## src/rtl/vdp_reg_write_arbiter_pkg.sv

```systemverilog
// Shared source encodings, default widths and the round-robin pick helper for the VDP
// register-write arbiter.
package vdp_reg_write_arbiter_pkg;

    localparam logic SRC_HOST   = 1'b0;
    localparam logic SRC_COPPER = 1'b1;

    localparam int unsigned DEFAULT_ADDR_WIDTH = 6;
    localparam int unsigned DEFAULT_DATA_WIDTH = 16;

    // Winner when both slots are pending: whichever source was not granted last.
    function automatic logic rr_pick(input logic last_grant);
        return (last_grant == SRC_HOST) ? SRC_COPPER : SRC_HOST;
    endfunction

endpackage

```

## src/rtl/vdp_reg_arb_slot.sv

```systemverilog
// One-entry holding slot for a single write source; it accepts a strobe when it is empty
// or is being drained this cycle, and otherwise flags the strobe as dropped.
module vdp_reg_arb_slot
    import vdp_reg_write_arbiter_pkg::*;
#(
    parameter int unsigned ADDR_WIDTH = DEFAULT_ADDR_WIDTH,
    parameter int unsigned DATA_WIDTH = DEFAULT_DATA_WIDTH
) (
    input  logic                  clk,
    input  logic                  reset,
    input  logic                  strobe,
    input  logic [ADDR_WIDTH-1:0] addr,
    input  logic [DATA_WIDTH-1:0] data,
    input  logic                  grant,
    output logic                  pending,
    output logic                  ready,
    output logic                  drop,
    output logic [ADDR_WIDTH-1:0] slot_addr,
    output logic [DATA_WIDTH-1:0] slot_data
);

    logic                  full_q;
    logic [ADDR_WIDTH-1:0] addr_q;
    logic [DATA_WIDTH-1:0] data_q;

    assign ready     = !full_q || grant;
    assign drop      = strobe && !ready;
    assign pending   = full_q;
    assign slot_addr = addr_q;
    assign slot_data = data_q;

    always_ff @(posedge clk) begin
        if (reset) begin
            full_q <= 1'b0;
            addr_q <= '0;
            data_q <= '0;
        end else if (strobe && ready) begin
            // A grant in the same cycle hands off the old entry while this one refills.
            full_q <= 1'b1;
            addr_q <= addr;
            data_q <= data;
        end else if (grant) begin
            full_q <= 1'b0;
        end
    end

endmodule

```

## src/rtl/vdp_reg_write_arbiter.sv

```systemverilog
// Arbitrates host and copper writes onto the single VDP register-file write port.
// Define VDP_REG_ARB_COPPER_PRIORITY_EN for fixed copper priority; default is round-robin.
module vdp_reg_write_arbiter
    import vdp_reg_write_arbiter_pkg::*;
#(
    parameter int unsigned ADDR_WIDTH = DEFAULT_ADDR_WIDTH,
    parameter int unsigned DATA_WIDTH = DEFAULT_DATA_WIDTH
) (
    input  logic                  clk,
    input  logic                  reset,
    input  logic                  host_write_en,
    input  logic [ADDR_WIDTH-1:0] host_write_address,
    input  logic [DATA_WIDTH-1:0] host_write_data,
    output logic                  host_write_ready,
    input  logic                  copper_write_en,
    input  logic [ADDR_WIDTH-1:0] copper_write_address,
    input  logic [DATA_WIDTH-1:0] copper_write_data,
    output logic                  copper_write_ready,
    output logic                  reg_write_en,
    output logic [ADDR_WIDTH-1:0] reg_write_address,
    output logic [DATA_WIDTH-1:0] reg_write_data,
    input  logic                  reg_write_ready,
    output logic [1:0]            overflow,
    input  logic                  overflow_clear
);

    logic                  host_pending, copper_pending;
    logic                  host_drop, copper_drop;
    logic                  grant_host, grant_copper;
    logic                  out_free;
    logic [1:0]            overflow_d;
    logic [ADDR_WIDTH-1:0] host_slot_addr, copper_slot_addr;
    logic [DATA_WIDTH-1:0] host_slot_data, copper_slot_data;

    vdp_reg_arb_slot #(
        .ADDR_WIDTH (ADDR_WIDTH),
        .DATA_WIDTH (DATA_WIDTH)
    ) u_host_slot (
        .clk       (clk),
        .reset     (reset),
        .strobe    (host_write_en),
        .addr      (host_write_address),
        .data      (host_write_data),
        .grant     (grant_host),
        .pending   (host_pending),
        .ready     (host_write_ready),
        .drop      (host_drop),
        .slot_addr (host_slot_addr),
        .slot_data (host_slot_data)
    );

    vdp_reg_arb_slot #(
        .ADDR_WIDTH (ADDR_WIDTH),
        .DATA_WIDTH (DATA_WIDTH)
    ) u_copper_slot (
        .clk       (clk),
        .reset     (reset),
        .strobe    (copper_write_en),
        .addr      (copper_write_address),
        .data      (copper_write_data),
        .grant     (grant_copper),
        .pending   (copper_pending),
        .ready     (copper_write_ready),
        .drop      (copper_drop),
        .slot_addr (copper_slot_addr),
        .slot_data (copper_slot_data)
    );

    assign out_free = !reg_write_en || reg_write_ready;

`ifndef VDP_REG_ARB_COPPER_PRIORITY_EN
    logic last_grant_q;
`endif

    always_comb begin
        grant_host   = 1'b0;
        grant_copper = 1'b0;
        if (out_free) begin
`ifdef VDP_REG_ARB_COPPER_PRIORITY_EN
            if (copper_pending) begin
                grant_copper = 1'b1;
            end else if (host_pending) begin
                grant_host = 1'b1;
            end
`else
            if (host_pending && copper_pending) begin
                grant_copper = (rr_pick(last_grant_q) == SRC_COPPER);
                grant_host   = (rr_pick(last_grant_q) == SRC_HOST);
            end else begin
                grant_copper = copper_pending;
                grant_host   = host_pending;
            end
`endif
        end
    end

    // A drop in the same cycle as a clear still leaves its bit set.
    assign overflow_d = (overflow_clear ? 2'b00 : overflow) | {copper_drop, host_drop};

    always_ff @(posedge clk) begin
        if (reset) begin
            reg_write_en      <= 1'b0;
            reg_write_address <= '0;
            reg_write_data    <= '0;
            overflow          <= 2'b00;
        end else begin
            if (grant_copper) begin
                reg_write_en      <= 1'b1;
                reg_write_address <= copper_slot_addr;
                reg_write_data    <= copper_slot_data;
            end else if (grant_host) begin
                reg_write_en      <= 1'b1;
                reg_write_address <= host_slot_addr;
                reg_write_data    <= host_slot_data;
            end else if (reg_write_ready) begin
                reg_write_en <= 1'b0;
            end
            overflow <= overflow_d;
        end
    end

`ifndef VDP_REG_ARB_COPPER_PRIORITY_EN
    always_ff @(posedge clk) begin
        if (reset) begin
            last_grant_q <= SRC_HOST;
        end else if (grant_copper) begin
            last_grant_q <= SRC_COPPER;
        end else if (grant_host) begin
            last_grant_q <= SRC_HOST;
        end
    end
`endif

endmodule

```

## config.mk

```make
export PLATFORM = sky130hd
export DESIGN_NAME = vdp_reg_write_arbiter
export DESIGN_NICKNAME = d
export VERILOG_FILES = /design/src/rtl/vdp_reg_write_arbiter_pkg.sv /design/src/rtl/vdp_reg_arb_slot.sv /design/src/rtl/vdp_reg_write_arbiter.sv
export SDC_FILE = /design/constraint.sdc
export NUM_CORES = 1
export LEC_CHECK = 0
export CAP_MARGIN = 20
export CORE_MARGIN = 2
export CORE_UTILIZATION = 45
export DETAILED_ROUTE_END_ITERATION = 12
export PLACE_DENSITY = 0.86
export SYNTH_ARGS = -nofsm -noshare
export SYNTH_HDL_FRONTEND = slang
export SYNTH_SLANG_ARGS = --single-unit
export TNS_END_PERCENT = 50
```

## constraint.sdc

```tcl
create_clock -name clk -period 1.4 [get_ports clk]
set_input_delay 0.28 -clock clk [delete_from_list [all_inputs] [get_ports clk]]
set_output_delay 0.28 -clock clk [all_outputs]
set_load 0.05 [all_outputs]
```

# Word level (Yosys, flattened, before mapping)
# Index checks and enable logic that the tools add are counted.
# word_totals
output_inout_bits	27
word_cells	47
reg_bits	72
input_bits	50
# op_classes
n_bitwise	1
n_reduce_logical	17
mux	18
# ops
op	n
$mux 16	2
$mux 1	13
$mux 6	2
$reduce_bool 2->1	3
$logic_and 1x1->1	5
$logic_not 1->1	5
$logic_or 1x1->1	3
$reduce_bool 3->1	1
$mux 2	1
$or 2x2->2	1

# Logic depth before layout (Yosys ltp)
# Gate-level depths: netlist of run 1.
# depth
depth_word	7
depth_mapped	7
ltp_nobuf	5

# Cells and area by module
# A second synthesis of run 1 with hierarchy kept.
# unflattened
cells_unflattened	366
area_unflattened_um2	3522.1
# by_module_without_submodules
mod	n_inst	seq_area_each_um2	area_each_um2	cells_each
vdp_reg_arb_slot	2	460.4	1016.0	105
vdp_reg_write_arbiter	1	520.5	1490.2	156

# Worst setup path after synthesis of run 1
# No wires, ideal clock.
# synth_timing
kind	register to output
startpoint	reg reg_write_en
endpoint	out copper_write_ready
slack_ps	-271
path_buffers	1
arrival_ps	1391
path_stages_with_launch	5
t_required_ps	1120
path_cell_list	dfxtp_1 > nand2b_4 > nand3_4 > buf_4 > nand2_1
# synth_between
elab_chain_len	4
# synth_rtl
element	line_no	source
from (decl)	vdp_reg_write_arbiter.sv:19	output logic reg_write_en,
from (signal assigned)	vdp_reg_write_arbiter.sv:102	reg_write_en <= 1'b0;
from (signal assigned)	vdp_reg_write_arbiter.sv:108	reg_write_en <= 1'b1;
from (signal assigned)	vdp_reg_write_arbiter.sv:112	reg_write_en <= 1'b1;
$logic_not 1->1	vdp_reg_write_arbiter.sv:69	assign out_free = !reg_write_en || reg_write_ready;
$logic_or 1x1->1	vdp_reg_write_arbiter.sv:69	
$mux 1	vdp_reg_write_arbiter.sv:78	if (out_free) begin
$logic_or 1x1->1	vdp_reg_arb_slot.sv:26	assign ready = !full_q || grant;
to (decl)	vdp_reg_write_arbiter.sv:18	output logic copper_write_ready,
# Every way passes these cells.

# Final worst setup path of run 1
# layout_timing
startpoint	reg reg_write_en
endpoint	out host_write_ready
# layout_between
elab_chain_len	4
# layout_rtl
element	line_no	source
$logic_not 1->1	vdp_reg_write_arbiter.sv:69	
$logic_or 1x1->1	vdp_reg_write_arbiter.sv:69	
$mux 1	vdp_reg_write_arbiter.sv:78	
$logic_or 1x1->1	vdp_reg_arb_slot.sv:26	
to (decl)	vdp_reg_write_arbiter.sv:14	output logic host_write_ready,
# Every way passes these cells.

==> results of run 1 <==
state kept, by name, indices dropped and copies added (netlist names):
name	cells
u_copper_slot.pending	1
reg_write_en	1
u_copper_slot.slot_data	16
u_copper_slot.slot_addr	6
last_grant_q	1
u_host_slot.pending	1
reg_write_data	16
u_host_slot.slot_addr	6
overflow	2
reg_write_address	6
u_host_slot.slot_data	16
worst reg2reg max path: stages, from the launching register on:
cell and delay, ns:
dfxtp_4 0.35, buf_12 0.12, nand2b_4 0.07, buf_6 0.11, and3_4 0.26, clkbuf_16 0.18
nor3_2 0.06, nor4_2 0.21
logic make-up (layout without fill, tap and decap cells):
| family | count (synthesis) | after routing | share of synthesized area, % |
|---|---|---|---|
| flip-flops | 72 | 72 | 43.5 |
| AND/OR/NAND/NOR | 169 | 169 | 34.0 |
| multiplexers | 22 | 22 | 6.65 |
| AO/OA/AOI/OAI | 53 | 53 | 8.84 |
| buffers and inverters | 32 | 130 | 6.99 |
placed cells by master (no fill, tap or decap), types with 4 or more instances in the layout:
cell	instances
clkdlybuf4s50_1	47
mux2i_1	20
a21oi_2	5
nand2b_1	45
nor3_4	4
clkbuf_16	5
buf_12	40
buf_4	15
dfxtp_1	68
clkbuf_8	10
nor2_1	46
nor3_2	15
dfxtp_4	4
o21ai_1	15
a21oi_1	23
nand3_1	22
nor4_2	19
o21ai_2	5
worst min-delay path by stage:
stage / end / startpoint / slack (ns)
global route: u_copper_slot.slot_addr[3] / reset / 0.39
CTS: u_copper_slot.slot_addr[1] / reset / 0.34
floorplan: u_copper_slot.pending / copper_write_en / 0.40
finish: u_copper_slot.slot_addr[1] / reset / 0.34
global placement: u_copper_slot.slot_data[0] / u_copper_slot.slot_data[0] / 0.46
detailed placement: u_copper_slot.slot_data[12] / u_copper_slot.slot_data[12] / 0.47
metal layers:
metal	up-vias	wire length (um)
li1	1386	-
met1	1409	3940
met2	86	5140
met3	9	424
met4	0	118
met5	-	0
final cells by class:
class	instances	area share, %
Inverter	2	0.245
Clock inverter	6	1.61
Clock buffer	10	2.69
Sequential cell	72	28.5
Multi-Input combinational cell	244	34.0
Timing Repair Buffer	112	30.5
Tap cell	99	2.42
cells in the mapped netlist:
cell type and n:
nand2_1 1, o21ai_1 19, clkinv_4 1, a21boi_4 1
o21ai_2 1, inv_1 1, nor2_1 48, nor3_1 3
buf_2 8, nor4_1 3, nand3_4 1, nand2b_4 1
nor4_2 19, dfxtp_1 72, o21ai_0 3, and2b_1 1
nand2b_1 45, nor2_2 1, nor3_2 19, nor2b_4 1
nand3_1 23, buf_6 6, and3_4 1, nor2b_1 1
o21a_4 1, buf_4 5, clkbuf_1 9, nand2_2 1
mux2i_1 22, a21oi_1 28, buf_12 2
power by group through the flow:
stage          clock [mW]  sequential, mW  combinational, mW
6_report             1.86            2.36               1.66
5_1_grt              1.94            2.37               1.75
4_1_cts              1.82            2.35               1.52
3_5_place_dp            0            2.40               1.44
3_3_place_gp            0            2.39               1.40
2_1_floorplan           0            2.57              0.607
stage by stage:
stage,hold WS [ns],setup TNS (ns),power (mW)
2_1_floorplan,0.397,0,3.18
6_report,0.340,-0.515,5.88
3_5_place_dp,0.467,-22.91,3.83
5_1_grt,0.393,-2.26,6.06
3_3_place_gp,0.460,-21.25,3.79
4_1_cts,0.342,-0.327,5.69
repair_timing:
action	4_1_cts	5_1_grt
buffers inserted	6	5
gates cloned	1	4
endpoints found under the setup margin	8	45
resized for setup	14	25
endpoints found under the hold margin	0	0
pin swaps	6	12
==> metrics, run 1 <==
Setup CP Type reg2out; Reg2Reg Depth 7; maximum fanout along the worst path 3; Clock power frac 31.6%; busiest grt layer met2; GR Util met2 39.3%; RSZ-0062 raised after global routing true; GR met3 Demand/Resource 3.86%; Inst Count DP 514; Synth top area share 43.5%; Layout area overhead 54.5%; Worst setup SP type flop; failing checks setup timing; first drt pass iteration count 4; Post-CTS Hold Buffers 0; CP Cell Sequence and2b_1 -> o21a_4 -> clkinv_4 -> buf_12; final core utilization 71.3%; critical path depth 4; Die ar. 8060 um^2; CP arrival 1.29 ns; H-tree Lvls 3; maximum vdd drop 0.531 mV; Flop pwr share 40.2%; worst reg2reg path endpoint reg_write_data[13]; initial antenna violation count 0; Clock Tree Buf Depth 2; CP Capture Type primary output; Post-DRT Antenna Nets 0; CORE AREA 7180 um^2; max cap viols 0; cts bufs inserted 9; Crit path largest cell delay 0.35 ns; I/O Buffers 76; combinational share of power 28.2%; cell family with most CP delay flip-flops; # IOs 77; Vias 2,890; origin of the critical flop-to-flop path reg_write_en; Reg area 1460 um^2; total gr overflow 0; power per standard cell area 1150 nW/um^2; vias in the first global route 2,913; status complete, but fails checks; Worst-path clk slew 0.08 ns; gpl congestion 0.821; GRT Overall Usage 22.5%; number of fill cells 461; final std cells w/o fill 545; Tightest Pin Transition 0.316 ns; Post-DP HPWL 5.69 mm; DP Area 4530 um^2; cell area after layout 5110 um^2; Lkg Pwr 2.00 nW; largest area contributor in the synthesized netlist dfxtp_1; Place WS -0.367 ns; first-pass GRT wire length 14.5 mm; Vias/cell 5.30; Final setup violation count 12; CTS tree built; pin count of the biggest net entering global routing 47; Iter 0 DRT Violations 122; fraction of layout cells with a size suffix above 1 33.0%; drt total wl 9.63 mm; min Tclk post-route 1.57 ns; relative slew slack 78.9%; library cells used by synthesis 31; Ys Warns 0; CP endpoint host_write_ready; Mapped Area 3310 um^2; Psw 1.79 mW; routed length per placed instance 17.7 um; buffers and inverters on the worst path 2; M1 GR Usage 27.4%; Residual DRC 0; sw frac 30.4%; worst setup margin -0.168 ns; clock skew 0.00834 ns; floorplan row count 31; Post-Syn Nets 398; Worst Path Required 1.12 ns; Peak Freq 0.638 GHz; top cells by area, synth dfxtp_1 (44%), nand2b_1 (8.5%), nor4_2 (7.2%); Yosys reg bits 72; final slew viol count 0; CP startpoint reg_write_en; Initial Util 46.1%; antenna diode instance count 0; Die H 89.8 um; Die Width 89.8 um; Post-layout nets 491; Clock Latency Late Sink 0.36 ns; internal power 4.09 mW; area of the multi-input gates 1740 um^2; Seq/Total Area, Yosys 43.5%; Clock Tree Root clkbuf_8; Slowest-stage cell, CP dfxtp_4; hold path depth 3; Final period util 112%; Final Hold Vio Count 0; Synth Instances 348; clk sinks 72; Mean Syn Cell Area 9.51 um^2; R2R setup slack -0.05 ns; worst hold-check path type in2reg
Power figures use the tool's default switching activity.
==> run 2: changes to the inputs <==
- CELL_PAD_IN_SITES_DETAIL_PLACEMENT: unset -> 0
- CELL_PAD_IN_SITES_GLOBAL_PLACEMENT: unset -> 1
- CORE_UTILIZATION: 45 -> 34
- clock period: 1.4 -> 1.35 ns (I/O delays scaled with it)
==> run 2 against run 1 <==
The flow still finishes with violations (setup timing); sequential share of layout area increased by 0.69 points; flip-flop and latch count unchanged; global-route usage decreased by 7.1 points; hold slack got worse by 0.026 ns; non-clock buffer count decreased by 5; highest routed layer unchanged.
==> metrics, run 2 (synthesized netlist as in run 1, its figures left out) <==
Initial Util 34.5% (-12 points); Slowest-stage cell, CP dfxtp_4; worst reg2reg path endpoint u_host_slot.slot_data[11]; Reg2Reg Depth 7 (unchanged); gpl congestion 0.740 (-9.9%); met2 WL post-DR 3.74 mm (-27%); final std cells w/o fill 572 (+5.0%); CP endpoint host_write_ready; CP startpoint reg_write_en; Lkg Pwr 1.91 nW (-4.8%); final slew viol count 0 (unchanged); worst hold-check path type in2reg; Clock Tree Buf Depth 2 (unchanged); GRT Overall Usage 15.4% (-7.1 points); vias in the first global route 2,542 (-13%); pin count of the biggest net entering global routing 49 (+4.3%); Place WS -0.430 ns (-0.0625 ns); failing checks setup timing; Clock Latency Late Sink 0.34 ns (-0.02 ns); CP Cell Sequence and2b_1 -> o21a_4 -> clkinv_8 -> buf_12; worst setup margin -0.215 ns (-0.0470 ns); Clock Tree Root clkbuf_8; fraction of layout cells with a size suffix above 1 33.7% (+0.75 points); number of fill cells 843 (+83%); Crit path largest cell delay 0.36 ns (about the same); status complete, but fails checks; power per standard cell area 1130 nW/um^2 (-1.8%); first drt pass iteration count 4 (unchanged); total gr overflow 0 (unchanged); CTS tree built; Final Hold Vio Count 0 (unchanged); met1 wire length 3.68 mm (-6.6%); clock skew 0.00820 ns (-0.000134 ns); floorplan row count 36 (+16%); relative slew slack 78.9% (about the same); RSZ-0062 raised after global routing true; Post-CTS Hold Buffers 0 (unchanged); Peak Freq 0.639 GHz; most common cell after layout, fill and taps aside dfxtp_1; drt total wl 7.97 mm (-17%); max cap viols 0 (unchanged); Die H 103 um (+14%); Fin Hold WS 0.314 ns (-0.0263 ns); origin of the critical flop-to-flop path reg_write_en; maximum fanout along the worst path 3 (unchanged); Post-layout nets 486 (-1.0%); Vias 2,701 (-6.5%); Vias/cell 4.72 (-11%); Inst Count DP 551 (+7.2%); area of the multi-input gates 1770 um^2 (+1.7%); Worst Path Required 1.08 ns (-0.04 ns); Post-DP HPWL 5.57 mm (-2.2%); Final period util 116%; CP arrival 1.29 ns (about the same); Die ar. 10,500 um^2 (+31%); CP Capture Type primary output; Tightest Pin Transition 0.313 ns (-0.00230 ns); maximum vdd drop 0.386 mV (-27%); Worst-path clk slew 0.07 ns (about the same); I/O Buffers 76 (unchanged); Post-DRT Antenna Nets 0 (unchanged); cts bufs inserted 9 (unchanged); Reg area 1450 um^2 (-0.34%); Setup TNS Final -3.17 ns (-2.66 ns); first-pass GRT wire length 12.4 mm (-15%); uppermost layer routed met4; initial antenna violation count 0 (unchanged); routed length per placed instance 13.9 um (-21%); Die Width 103 um (+14%); final core utilization 51.9% (-19 points); most frequent cells in the layout dfxtp_1 (68), nor2_1 (48), clkdlybuf4s50_1 (47), nand2b_1 (45), buf_12 (34); met3 WL 364 um (-14%); clk sinks 72 (unchanged); Residual DRC 0 (unchanged); Final setup violation count 25 (+13); CORE AREA 9590 um^2 (+34%); R2R setup slack -0.15 ns (-0.10 ns); min Tclk post-route 1.56 ns; antenna diode instance count 0 (unchanged); # IOs 77 (unchanged); Worst setup SP type flop; Iter 0 DRT Violations 123 (+0.82%); Layout area overhead 50.3%; H-tree Lvls 3 (unchanged); Setup CP Type reg2out
run 2: repair_timing:
item | 4_1_cts | 5_1_grt
gates cloned | 0 | 1
pin swaps | 2 | 11
setup buffers | 5 | 1
resized for setup | 15 | 35
setup endpoints to repair | 48 | 47
run 2: how the worst min path moves through the flow:
stage / startpoint / to / slack, ns / depth (start not counted)
2_1_floorplan: copper_write_en / u_copper_slot.pending / 0.39 / 2
3_3_place_gp: u_copper_slot.slot_addr[5] / u_copper_slot.slot_addr[5] / 0.46 / 2
3_5_place_dp: u_copper_slot.slot_data[15] / u_copper_slot.slot_data[15] / 0.46 / 2
4_1_cts: reset / u_copper_slot.slot_data[1] / 0.31 / 3
5_1_grt: reset / u_copper_slot.slot_data[1] / 0.34 / 3
6_report: reset / u_copper_slot.slot_data[1] / 0.31 / 3
run 2: critical path, delay by kind of cell (launching register included):
kind / cells / cell delay, ns
flip-flops: 1 / 0.36
AO/OA/AOI/OAI: 1 / 0.23
buffers and inverters: 2 / 0.18
AND/OR/NAND/NOR: 1 / 0.18
run 2: layout make-up:
cell class / instances / share of cell area (%)
clock buffer: 13 / 2.99
clock inverter: 1 / 0.603
inverter: 2 / 0.402
multi-input combinational: 244 / 35.6
sequential: 72 / 29.2
tap: 133 / 3.34
timing repair buffer: 107 / 27.9
run 2: routing by layer:
metal | vias up | track usage, %
met3 | 11 | 3.93
met4 | 0 | 7.28
met2 | 54 | 23.1
met5 | - | 0
li1 | 1370 | -
met1 | 1266 | 20.7
run 2: metrics by stage:
stage / total power [mW] / area [um^2]
3_5_place_dp: 3.95 / 4550
5_1_grt: 5.84 / 4980
4_1_cts: 5.59 / 4810
3_3_place_gp: 3.93 / 4550
2_1_floorplan: 3.29 / 3320
6_report: 5.62 / 4980
run 2: where the power goes:
group          switching (mW)  total, mW  internal, mW  leakage (nW)
Sequential              0.155       2.45          2.29         0.595
Clock                   0.730       1.62         0.887        0.0896
Combinational           0.776       1.55         0.778          1.22
